--- src/rtl/mem_arbiter_pkg.sv ---
// Shared widths, timeout and FSM state encoding for the memory arbiter.
package mem_arbiter_pkg;

  localparam int ADDR_W = 16;
  localparam int DATA_W = 16;
  localparam int CNT_W  = 4;

  // Number of wait cycles allowed before a transaction is abandoned.
  localparam logic [CNT_W-1:0] TIMEOUT = 4'd15;

  typedef enum logic [1:0] {
    ST_IDLE    = 2'd0,
    ST_IF_WAIT = 2'd1,
    ST_DM_WAIT = 2'd2,
    ST_IF_DROP = 2'd3
  } arb_state_t;

endpackage

--- src/rtl/mem_arbiter_arb_timer.sv ---
// Wait-cycle counter for the arbiter. expired_o flags the enabled cycle
// whose increment brings the count up to TIMEOUT.
module arb_timer
  import mem_arbiter_pkg::*;
(
  input  logic clk,
  input  logic rst,
  input  logic clear_i,
  input  logic enable_i,
  output logic expired_o
);

  localparam logic [CNT_W-1:0] CNT_ONE = 1;

  logic [CNT_W-1:0] cnt_q, cnt_d;

  // Next count: clear on issue, otherwise advance while a transaction waits.
  always_comb begin
    cnt_d = cnt_q;
    if (clear_i) begin
      cnt_d = '0;
    end else if (enable_i) begin
      cnt_d = cnt_q + CNT_ONE;
    end
  end

  // Count register.
  always_ff @(posedge clk) begin
    if (rst) begin
      cnt_q <= '0;
    end else begin
      cnt_q <= cnt_d;
    end
  end

  assign expired_o = enable_i & (cnt_q == (TIMEOUT - CNT_ONE));

endmodule

--- src/rtl/mem_arbiter.sv ---
// Two-requester arbiter (fetch + data) in front of one shared memory port.
//
// state      | meaning
// -----------+------------------------------------------------------------
// ST_IDLE    | no transaction outstanding; may issue data (first) or fetch
// ST_IF_WAIT | fetch issued, waiting for mem_done
// ST_DM_WAIT | data read/write issued, waiting for mem_done
// ST_IF_DROP | fetch cancelled by if_flush, waiting to swallow its mem_done
//
// Issue is combinational in ST_IDLE so a request is seen by memory in the
// same cycle; the issued address/data/direction are captured then and held
// for the rest of the transaction.
module mem_arbiter
  import mem_arbiter_pkg::*;
(
  input  logic              clk,
  input  logic              rst,
  input  logic              if_req,
  input  logic [ADDR_W-1:0] if_addr,
  input  logic              if_flush,
  input  logic              dm_rd,
  input  logic              dm_wr,
  input  logic [ADDR_W-1:0] dm_addr,
  input  logic [DATA_W-1:0] dm_wdata,
  output logic              mem_en,
  output logic              mem_wr,
  output logic [ADDR_W-1:0] mem_addr,
  output logic [DATA_W-1:0] mem_wdata,
  input  logic [DATA_W-1:0] mem_rdata,
  input  logic              mem_done,
  output logic              if_done,
  output logic              dm_done,
  output logic [DATA_W-1:0] if_rdata,
  output logic [DATA_W-1:0] dm_rdata,
  output logic              if_stall,
  output logic              dm_stall,
  output logic              err
);

  arb_state_t state_q, state_d;

  logic              issue_dm, issue_if;
  logic              if_done_c, dm_done_c;
  logic              stray_c, timeout_c;
  logic              in_wait, tmr_expired;

  logic [ADDR_W-1:0] mem_addr_q, mem_addr_d;
  logic [DATA_W-1:0] mem_wdata_q, mem_wdata_d;
  logic              mem_wr_q, mem_wr_d;
  logic [DATA_W-1:0] if_rdata_q, if_rdata_d;
  logic [DATA_W-1:0] dm_rdata_q, dm_rdata_d;
  logic              err_q, err_d;

  assign in_wait = (state_q != ST_IDLE);

  arb_timer u_timer (
    .clk       (clk),
    .rst       (rst),
    .clear_i   (mem_en),
    .enable_i  (in_wait),
    .expired_o (tmr_expired)
  );

  // Next state, issue decision and completion pulses; reset masks them all.
  always_comb begin
    state_d   = state_q;
    issue_dm  = 1'b0;
    issue_if  = 1'b0;
    if_done_c = 1'b0;
    dm_done_c = 1'b0;
    stray_c   = 1'b0;
    timeout_c = 1'b0;
    case (state_q)
      ST_IDLE: begin
        stray_c = mem_done;
        if (dm_rd || dm_wr) begin
          issue_dm = 1'b1;
          state_d  = ST_DM_WAIT;
        end else if (if_req && !if_flush) begin
          issue_if = 1'b1;
          state_d  = ST_IF_WAIT;
        end
      end
      ST_IF_WAIT: begin
        if (mem_done) begin
          if_done_c = ~if_flush;
          state_d   = ST_IDLE;
        end else if (tmr_expired) begin
          timeout_c = 1'b1;
          state_d   = ST_IDLE;
        end else if (if_flush) begin
          state_d = ST_IF_DROP;
        end
      end
      ST_DM_WAIT: begin
        if (mem_done) begin
          dm_done_c = 1'b1;
          state_d   = ST_IDLE;
        end else if (tmr_expired) begin
          timeout_c = 1'b1;
          state_d   = ST_IDLE;
        end
      end
      ST_IF_DROP: begin
        if (mem_done) begin
          state_d = ST_IDLE;
        end else if (tmr_expired) begin
          timeout_c = 1'b1;
          state_d   = ST_IDLE;
        end
      end
      default: state_d = ST_IDLE;
    endcase
    if (rst) begin
      state_d   = ST_IDLE;
      issue_dm  = 1'b0;
      issue_if  = 1'b0;
      if_done_c = 1'b0;
      dm_done_c = 1'b0;
      stray_c   = 1'b0;
      timeout_c = 1'b0;
    end
  end

  // Datapath next values: capture at issue, latch read data at completion,
  // accumulate sticky error causes.
  always_comb begin
    mem_addr_d  = mem_addr_q;
    mem_wdata_d = mem_wdata_q;
    mem_wr_d    = mem_wr_q;
    if_rdata_d  = if_rdata_q;
    dm_rdata_d  = dm_rdata_q;
    err_d       = err_q;
    if (issue_dm) begin
      mem_addr_d  = dm_addr;
      mem_wdata_d = dm_wdata;
      mem_wr_d    = dm_wr;
    end else if (issue_if) begin
      mem_addr_d  = if_addr;
      mem_wdata_d = '0;
      mem_wr_d    = 1'b0;
    end
    if (if_done_c) begin
      if_rdata_d = mem_rdata;
    end
    if (dm_done_c && !mem_wr_q) begin
      dm_rdata_d = mem_rdata;
    end
    if ((dm_rd && dm_wr) || stray_c || timeout_c) begin
      err_d = 1'b1;
    end
  end

  // State and datapath registers.
  always_ff @(posedge clk) begin
    if (rst) begin
      state_q     <= ST_IDLE;
      mem_addr_q  <= '0;
      mem_wdata_q <= '0;
      mem_wr_q    <= 1'b0;
      if_rdata_q  <= '0;
      dm_rdata_q  <= '0;
      err_q       <= 1'b0;
    end else begin
      state_q     <= state_d;
      mem_addr_q  <= mem_addr_d;
      mem_wdata_q <= mem_wdata_d;
      mem_wr_q    <= mem_wr_d;
      if_rdata_q  <= if_rdata_d;
      dm_rdata_q  <= dm_rdata_d;
      err_q       <= err_d;
    end
  end

  // The _d values equal the held registers except in the issue/completion
  // cycle, where they present the new address or read data immediately.
  assign mem_en    = issue_dm | issue_if;
  assign mem_addr  = mem_addr_d;
  assign mem_wdata = mem_wdata_d;
  assign mem_wr    = mem_wr_d;
  assign if_done   = if_done_c;
  assign dm_done   = dm_done_c;
  assign if_rdata  = if_rdata_d;
  assign dm_rdata  = dm_rdata_d;
  assign if_stall  = if_req & ~if_done_c & ~rst;
  assign dm_stall  = (dm_rd | dm_wr) & ~dm_done_c & ~rst;
  assign err       = err_q;

endmodule
--- config.mk ---
export PLATFORM = sky130hd
export DESIGN_NAME = mem_arbiter
export DESIGN_NICKNAME = d
export VERILOG_FILES = /design/src/rtl/mem_arbiter_pkg.sv /design/src/rtl/mem_arbiter_arb_timer.sv /design/src/rtl/mem_arbiter.sv
export SDC_FILE = /design/constraint.sdc
export NUM_CORES = 1
export LEC_CHECK = 0
export ABC_AREA = 1
export CAP_MARGIN = 10
export CORE_MARGIN = 1.5
export CORE_UTILIZATION = 47
export CTS_CLUSTER_DIAMETER = 150
export DETAILED_ROUTE_END_ITERATION = 10
export GPL_TIMING_DRIVEN = 0
export HOLD_SLACK_MARGIN = 0.05
export PLACE_DENSITY = 0.86
export SYNTH_ARGS = -nofsm -noshare
export SYNTH_HDL_FRONTEND = slang
export SYNTH_HIERARCHICAL = 1
export SYNTH_SLANG_ARGS = --single-unit
--- constraint.sdc ---
create_clock -name clk -period 3.2 [get_ports clk]
set_clock_uncertainty 0.15 [all_clocks]
set_input_delay 0.32 -clock clk [delete_from_list [all_inputs] [get_ports clk]]
set_output_delay 0.32 -clock clk [all_outputs]
set_load 0.02 [all_outputs]
==> results.json, run 1 <==
{
  "syn_area_um2": 3550,
  "cts_buffers": 9,
  "drive_gt1_share_pct": 11.5,
  "die_h_um": 89.9,
  "yosys-top-cells-area": "dfxtp_1, nand2_1, inv_1",
  "cts.path.max_buffers": 2,
  "gp_congestion": 0.820,
  "clock_latency_ps": 330,
  "cp_slowest_stage_delay_ps": 590,
  "num_vias": 3678,
  "syn_inst": 511,
  "drt-initial-drc-count": 218,
  "avgSynthCellArea_um2": 6.94,
  "ys_warn_count": 6,
  "synth_top_family_by_area": "simple AND/OR/NAND/NOR gates",
  "synth_top_area_cell": "dfxtp_1",
  "nets": 736,
  "start_kind": "input pin",
  "ys_seq_area_share_pct": 40.6,
  "multi_input_area_um2": 1600,
  "worst_slew_pin_slew_ps": 627,
  "hold_viol_final": 0,
  "ys_ff_latch": 72,
  "antenna_cells": 0,
  "finalSetupTns_ps": 0,
  "reg2reg_depth": 9,
  "worstPathArrival_ps": 2450,
  "endpoint_kind": "output port",
  "grt_pass1_vias": 3459,
  "final-seq-area_um2": 1440,
  "preCtsSetupSlack_ps": 272,
  "min_path_type": "flip-flop to flip-flop",
  "design_area_um2": 5340,
  "whs_path_depth": 2,
  "fill_cells": 604,
  "hold_buffers": 0,
  "cts_resized": 0,
  "post_cts_buffers": 0,
  "initial_core_util_pct": 48.6,
  "crit_required_ps": 2730,
  "syn_nets": 584,
  "relSlewSlack_pct": 58.2,
  "dieArea_um2": 8080,
  "synth_xor_area_share_pct": 0,
  "report.final.slew_viol_count": 0,
  "grt_usage_pct": 24.4,
  "cts_sinks": 72,
  "crit_fanout": 10,
  "hpwl_mm": 7.38,
  "cp_common_cell": "clkdlybuf4s50_1",
  "syn_to_final_growth_pct": 50.5,
  "power_density_nw_per_um2": 541,
  "coreArea_um2": 7290,
  "die_w_um": 89.9,
  "leakage_nw": 2.66,
  "grt_max_degree": 13,
  "rsz0062_at_grt": "false",
  "ios": 142,
  "outcome": "finished, final reports clean",
  "worstSetupPathType": "input pin to output port",
  "yosysTopAreaCellShare_pct": 40.6,
  "rows": 31,
  "synth-adder-area-share_pct": 0.705,
  "antenna_found_initial": 0,
  "synth_compound_area_share_pct": 12.8,
  "setup_viol": 0,
  "drt-pass1-iter-count": 4,
  "synthMuxAreaShare_pct": 0,
  "final_common_cell": "clkdlybuf4s50_1",
  "setup_slack_ps": 275,
  "slowest_stage": "clkdlybuf4s50_1",
  "tritoncts": "built",
  "synth.distinct_cells": 29,
  "postPlaceCellArea_um2": 5080,
  "crit_chain": "clkdlybuf4s50_1 > buf_6 > nor2_1 > nand2_2 > clkbuf_1 > o21ai_0 > nand3_1 > nand2_1 > inv_1 > clkdlybuf4s50_1",
  "wire_per_inst_um": 12.6,
  "grt_pass1_wl_mm": 16.2,
  "ir_worst_vdd_uv": 342,
  "drtAntennaViolNets": 0,
  "htreeDepth": 3,
  "min_period_over_period_pct": 91.4,
  "path_clk_slew_ps": 70,
  "layout_common_cells": "clkdlybuf4s50_1, nand2_1, inv_1",
  "vias_per_cell": 4.80,
  "io_buffer_count": 141,
  "drt_wl_total_mm": 9.62,
  "cts_root_buffer": "clkbuf_8",
  "grt.overflow.total": 0,
  "max_cap_violations": 0,
  "synth_simple_gate_area_share_pct": 31.5,
  "max_freq_mhz": 342,
  "final.min_clock_period_ps": 2920,
  "drc": 0
}
==> worst paths after layout <==
path                 endpoint  slack, ps           start
min reg2reg    mem_wdata_q[6]        310  mem_wdata_q[6]
max               mem_addr[2]        280             rst
min            mem_wdata_q[6]        310  mem_wdata_q[6]
max reg2reg  u_timer/cnt_q[1]       1290      state_q[1]
==> Yosys cell counts (all sizes together) <==
| cell type | count |
|---|---|
| nand2 | 122 |
| inv | 95 |
| dfxtp | 72 |
| or2 | 16 |
| a21oi | 22 |
| nand4 | 1 |
| nor3 | 1 |
| o21ai | 51 |
| nor2 | 65 |
| clkbuf | 10 |
| nand3 | 41 |
| ha | 2 |
| buf | 13 |
==> layer usage <==
| metal | wire length (um) | track usage, % | vias to the layer above |
|---|---|---|---|
| li1 | - | - | 1867 |
| met1 | 4030 | 29.1 | 1649 |
| met2 | 4850 | 44.5 | 153 |
| met3 | 650 | 4.31 | 9 |
| met4 | 89 | 7.14 | 0 |
| met5 | 0 | 0 | - |
==> power by group <==
part,internal (W),leakage [nW],switching (W)
Combinational,0.000429,1.95,0.000525
Clock,0.000596,0.127,0.000334
Sequential,0.000973,0.587,0.0000320
==> flip-flops by register name, summed over array words and instances (netlist names) <==
signal         flops
dm_rdata_q        16
u_timer/cnt_q      4
if_rdata_q        16
err                1
state_q            2
mem_addr_q        16
mem_wdata_q       16
mem_wr_q           1
==> layout make-up <==
cell class,instances,share of cell area (%)
buffer,23,2.72
clock buffer,10,2.39
clock inverter,5,2.41
inverter,95,6.82
multi-input combinational,321,29.9
sequential,72,27.0
tap,99,2.32
timing repair buffer,141,26.4
==> cells by family after synthesis <==
family / after synthesis
and+or+nand+nor: 246
buffers and inverters: 118
AOI/OAI and AO/OA: 73
DFF: 72
adders and majority gates: 2
==> per-stage QoR <==
stage | cells | hold WS [ps] | power [W] | utilization, %
after global routing | 766 | 323 | 0.00302 | 73.2
after global placement | 751 | 301 | 0.00196 | 69.7
final | 766 | 314 | 0.00289 | 73.2
after CTS | 766 | 315 | 0.00290 | 73.2
after floorplan | 511 | 294 | 0.00155 | -
after detailed placement | 751 | 303 | 0.00198 | 69.7
==> critical path, delay by kind of cell <==
family / cells / cell delay, ps
compound gates: 1 / 170
buf+inv: 5 / 1590
simple gates: 4 / 370
Note: power is estimated with default switching activity, not from simulation.
==> run 2, diff against run 1 <==
Settings changed: CORE_UTILIZATION 47 to 39, MAX_ROUTING_LAYER from default to met4, PLACE_DENSITY 0.86 to 0.76, SKIP_LAST_GASP from default to 1.
Clock period 3.2 ns to 2.5 ns, I/O delays scaled along.
==> results.json, run 2 (synthesis results as in run 1) <==
{
  "outcome": "finished, final reports clean",
  "dieArea_um2": 9680,
  "nets": 739,
  "worstSetupPathType": "input pin to output port",
  "cts_sinks": 72,
  "path_clk_slew_ps": 70,
  "max_freq_mhz": 415,
  "ios": 142,
  "syn_to_final_growth_pct": 48.7,
  "start_kind": "input pin",
  "vias_per_cell": 4.66,
  "max_cap_violations": 0,
  "finalSetupTns_ps": 0,
  "num_vias": 3627,
  "clock_latency_ps": 350,
  "drive_gt1_share_pct": 14.5,
  "tritoncts": "built",
  "grtUsageMet1_pct": 24.2,
  "layoutNonFillerInstCount": 778,
  "postPlaceCellArea_um2": 5090,
  "grt_max_degree": 13,
  "antenna_cells": 0,
  "grt_pass1_vias": 3530,
  "drt-initial-drc-count": 97,
  "min_path_type": "input pin to flip-flop",
  "dp.cells": 760,
  "grt_pass1_wl_mm": 15.9,
  "wire_per_inst_um": 12.3,
  "drt-pass1-iter-count": 4,
  "cts_buffers": 9,
  "htreeDepth": 3,
  "worst-r2r-setup-slack_ps": 660,
  "grt.overflow.total": 0,
  "initial_core_util_pct": 40.5,
  "final.min_clock_period_ps": 2410,
  "crit_fanout": 10,
  "rows": 34,
  "ir_worst_vdd_uv": 333,
  "worstPathArrival_ps": 2010,
  "cts_root_buffer": "clkbuf_8",
  "report.final.slew_viol_count": 0,
  "power_density_nw_per_um2": 642,
  "drt_wl_total_mm": 9.58,
  "grt_use_met2_pct": 35.2,
  "io_buffer_count": 141,
  "leakage_nw": 2.91,
  "min_period_over_period_pct": 96.3,
  "die_w_um": 98.4,
  "hold_viol_final": 0,
  "drc": 0,
  "rsz0062_at_grt": "true",
  "endpoint_kind": "output port",
  "coreArea_um2": 8760,
  "met3_usage_pct": 4.58,
  "setup_viol": 0,
  "layout_common_cells": "nand2_1, inv_1, clkdlybuf4s50_1",
  "crit_required_ps": 2100,
  "grt_usage_pct": 20.8,
  "die_h_um": 98.4,
  "hold_buffers": 0,
  "design_area_um2": 5280,
  "worst_slew_pin_slew_ps": 678,
  "relSlewSlack_pct": 54.8,
  "final_common_cell": "nand2_1",
  "hpwl_mm": 7.40,
  "antenna_found_initial": 0,
  "cts.path.max_buffers": 2,
  "gp_congestion": 0.836,
  "drtAntennaViolNets": 0,
  "busiest_layer": "met2"
}
[run 2: changes by cell type in the layout (fill, tap and decap cells not counted), moves of 5 or more]
cell	before	now
buf_4	1	8
o21ai_0	19	14
clkbuf_1	11	6
o21ai_1	16	21
dlygate4sd2_1	0	45
clkdlybuf4s50_1	141	72
clkdlybuf4s15_1	0	10
clkbuf_2	0	10
[run 2: worst max-delay path, stage by stage]
cell,delay (ps)
clkdlybuf4s50_1,500
buf_6,150
buf_1,410
nor3_1,130
clkdlybuf4s50_1,570
[run 2: timing repair]
item,in CTS,in global routing
resized for setup,74,50
endpoints found under the setup margin,68,46
pin swaps,1,2
buffers inserted,2,1
gates cloned,0,0
[run 2: area by class of cell]
class | count | area, um2
inverters | 95 | 364
well taps | 108 | 135
flip-flops and latches | 72 | 1440
repair buffers | 144 | 1340
plain buffers | 23 | 160
clock buffers | 9 | 124
multi-input cells | 321 | 1630
fillers | 847 | 3490
clock inverters | 6 | 85.1
[run 2: worst paths after layout]
path                                     start                to  cells after the start
worst max-delay path                       rst          dm_stall                      5
worst min-delay path                     dm_wr          mem_wr_q                      3
worst max register to register      state_q[1]  u_timer/cnt_q[0]                      9
worst min register to register  mem_wdata_q[8]    mem_wdata_q[8]                      2
[run 2: layer usage]
metal / up-vias / part of all wire, %
met4: 0 / 1.4
met5: - / 0
li1: 1868 / -
met3: 11 / 5.7
met2: 107 / 49
met1: 1641 / 44
[run 2: report_power, final]
part           leakage [nW]  internal (W)  switching (W)
registers             0.588       0.00125      0.0000417
logic                  2.22      0.000449       0.000668
clock network         0.101      0.000552       0.000432
total                  2.91       0.00225        0.00114
[run 2: stage by stage]
| stage | hold slack [ps] | total power, W | utilization, % | worst slack (ps) |
|---|---|---|---|---|
| CTS | 319 | 0.00341 | 60.0 | -144 |
| floorplan | 244 | 0.00199 | - | 740 |
| detailed placement | 307 | 0.00253 | 58.1 | -320 |
| finish | 150 | 0.00339 | 60.2 | 91.9 |
| global placement | 302 | 0.00251 | 58.1 | -307 |
| global route | 147 | 0.00357 | 60.2 | -35.7 |
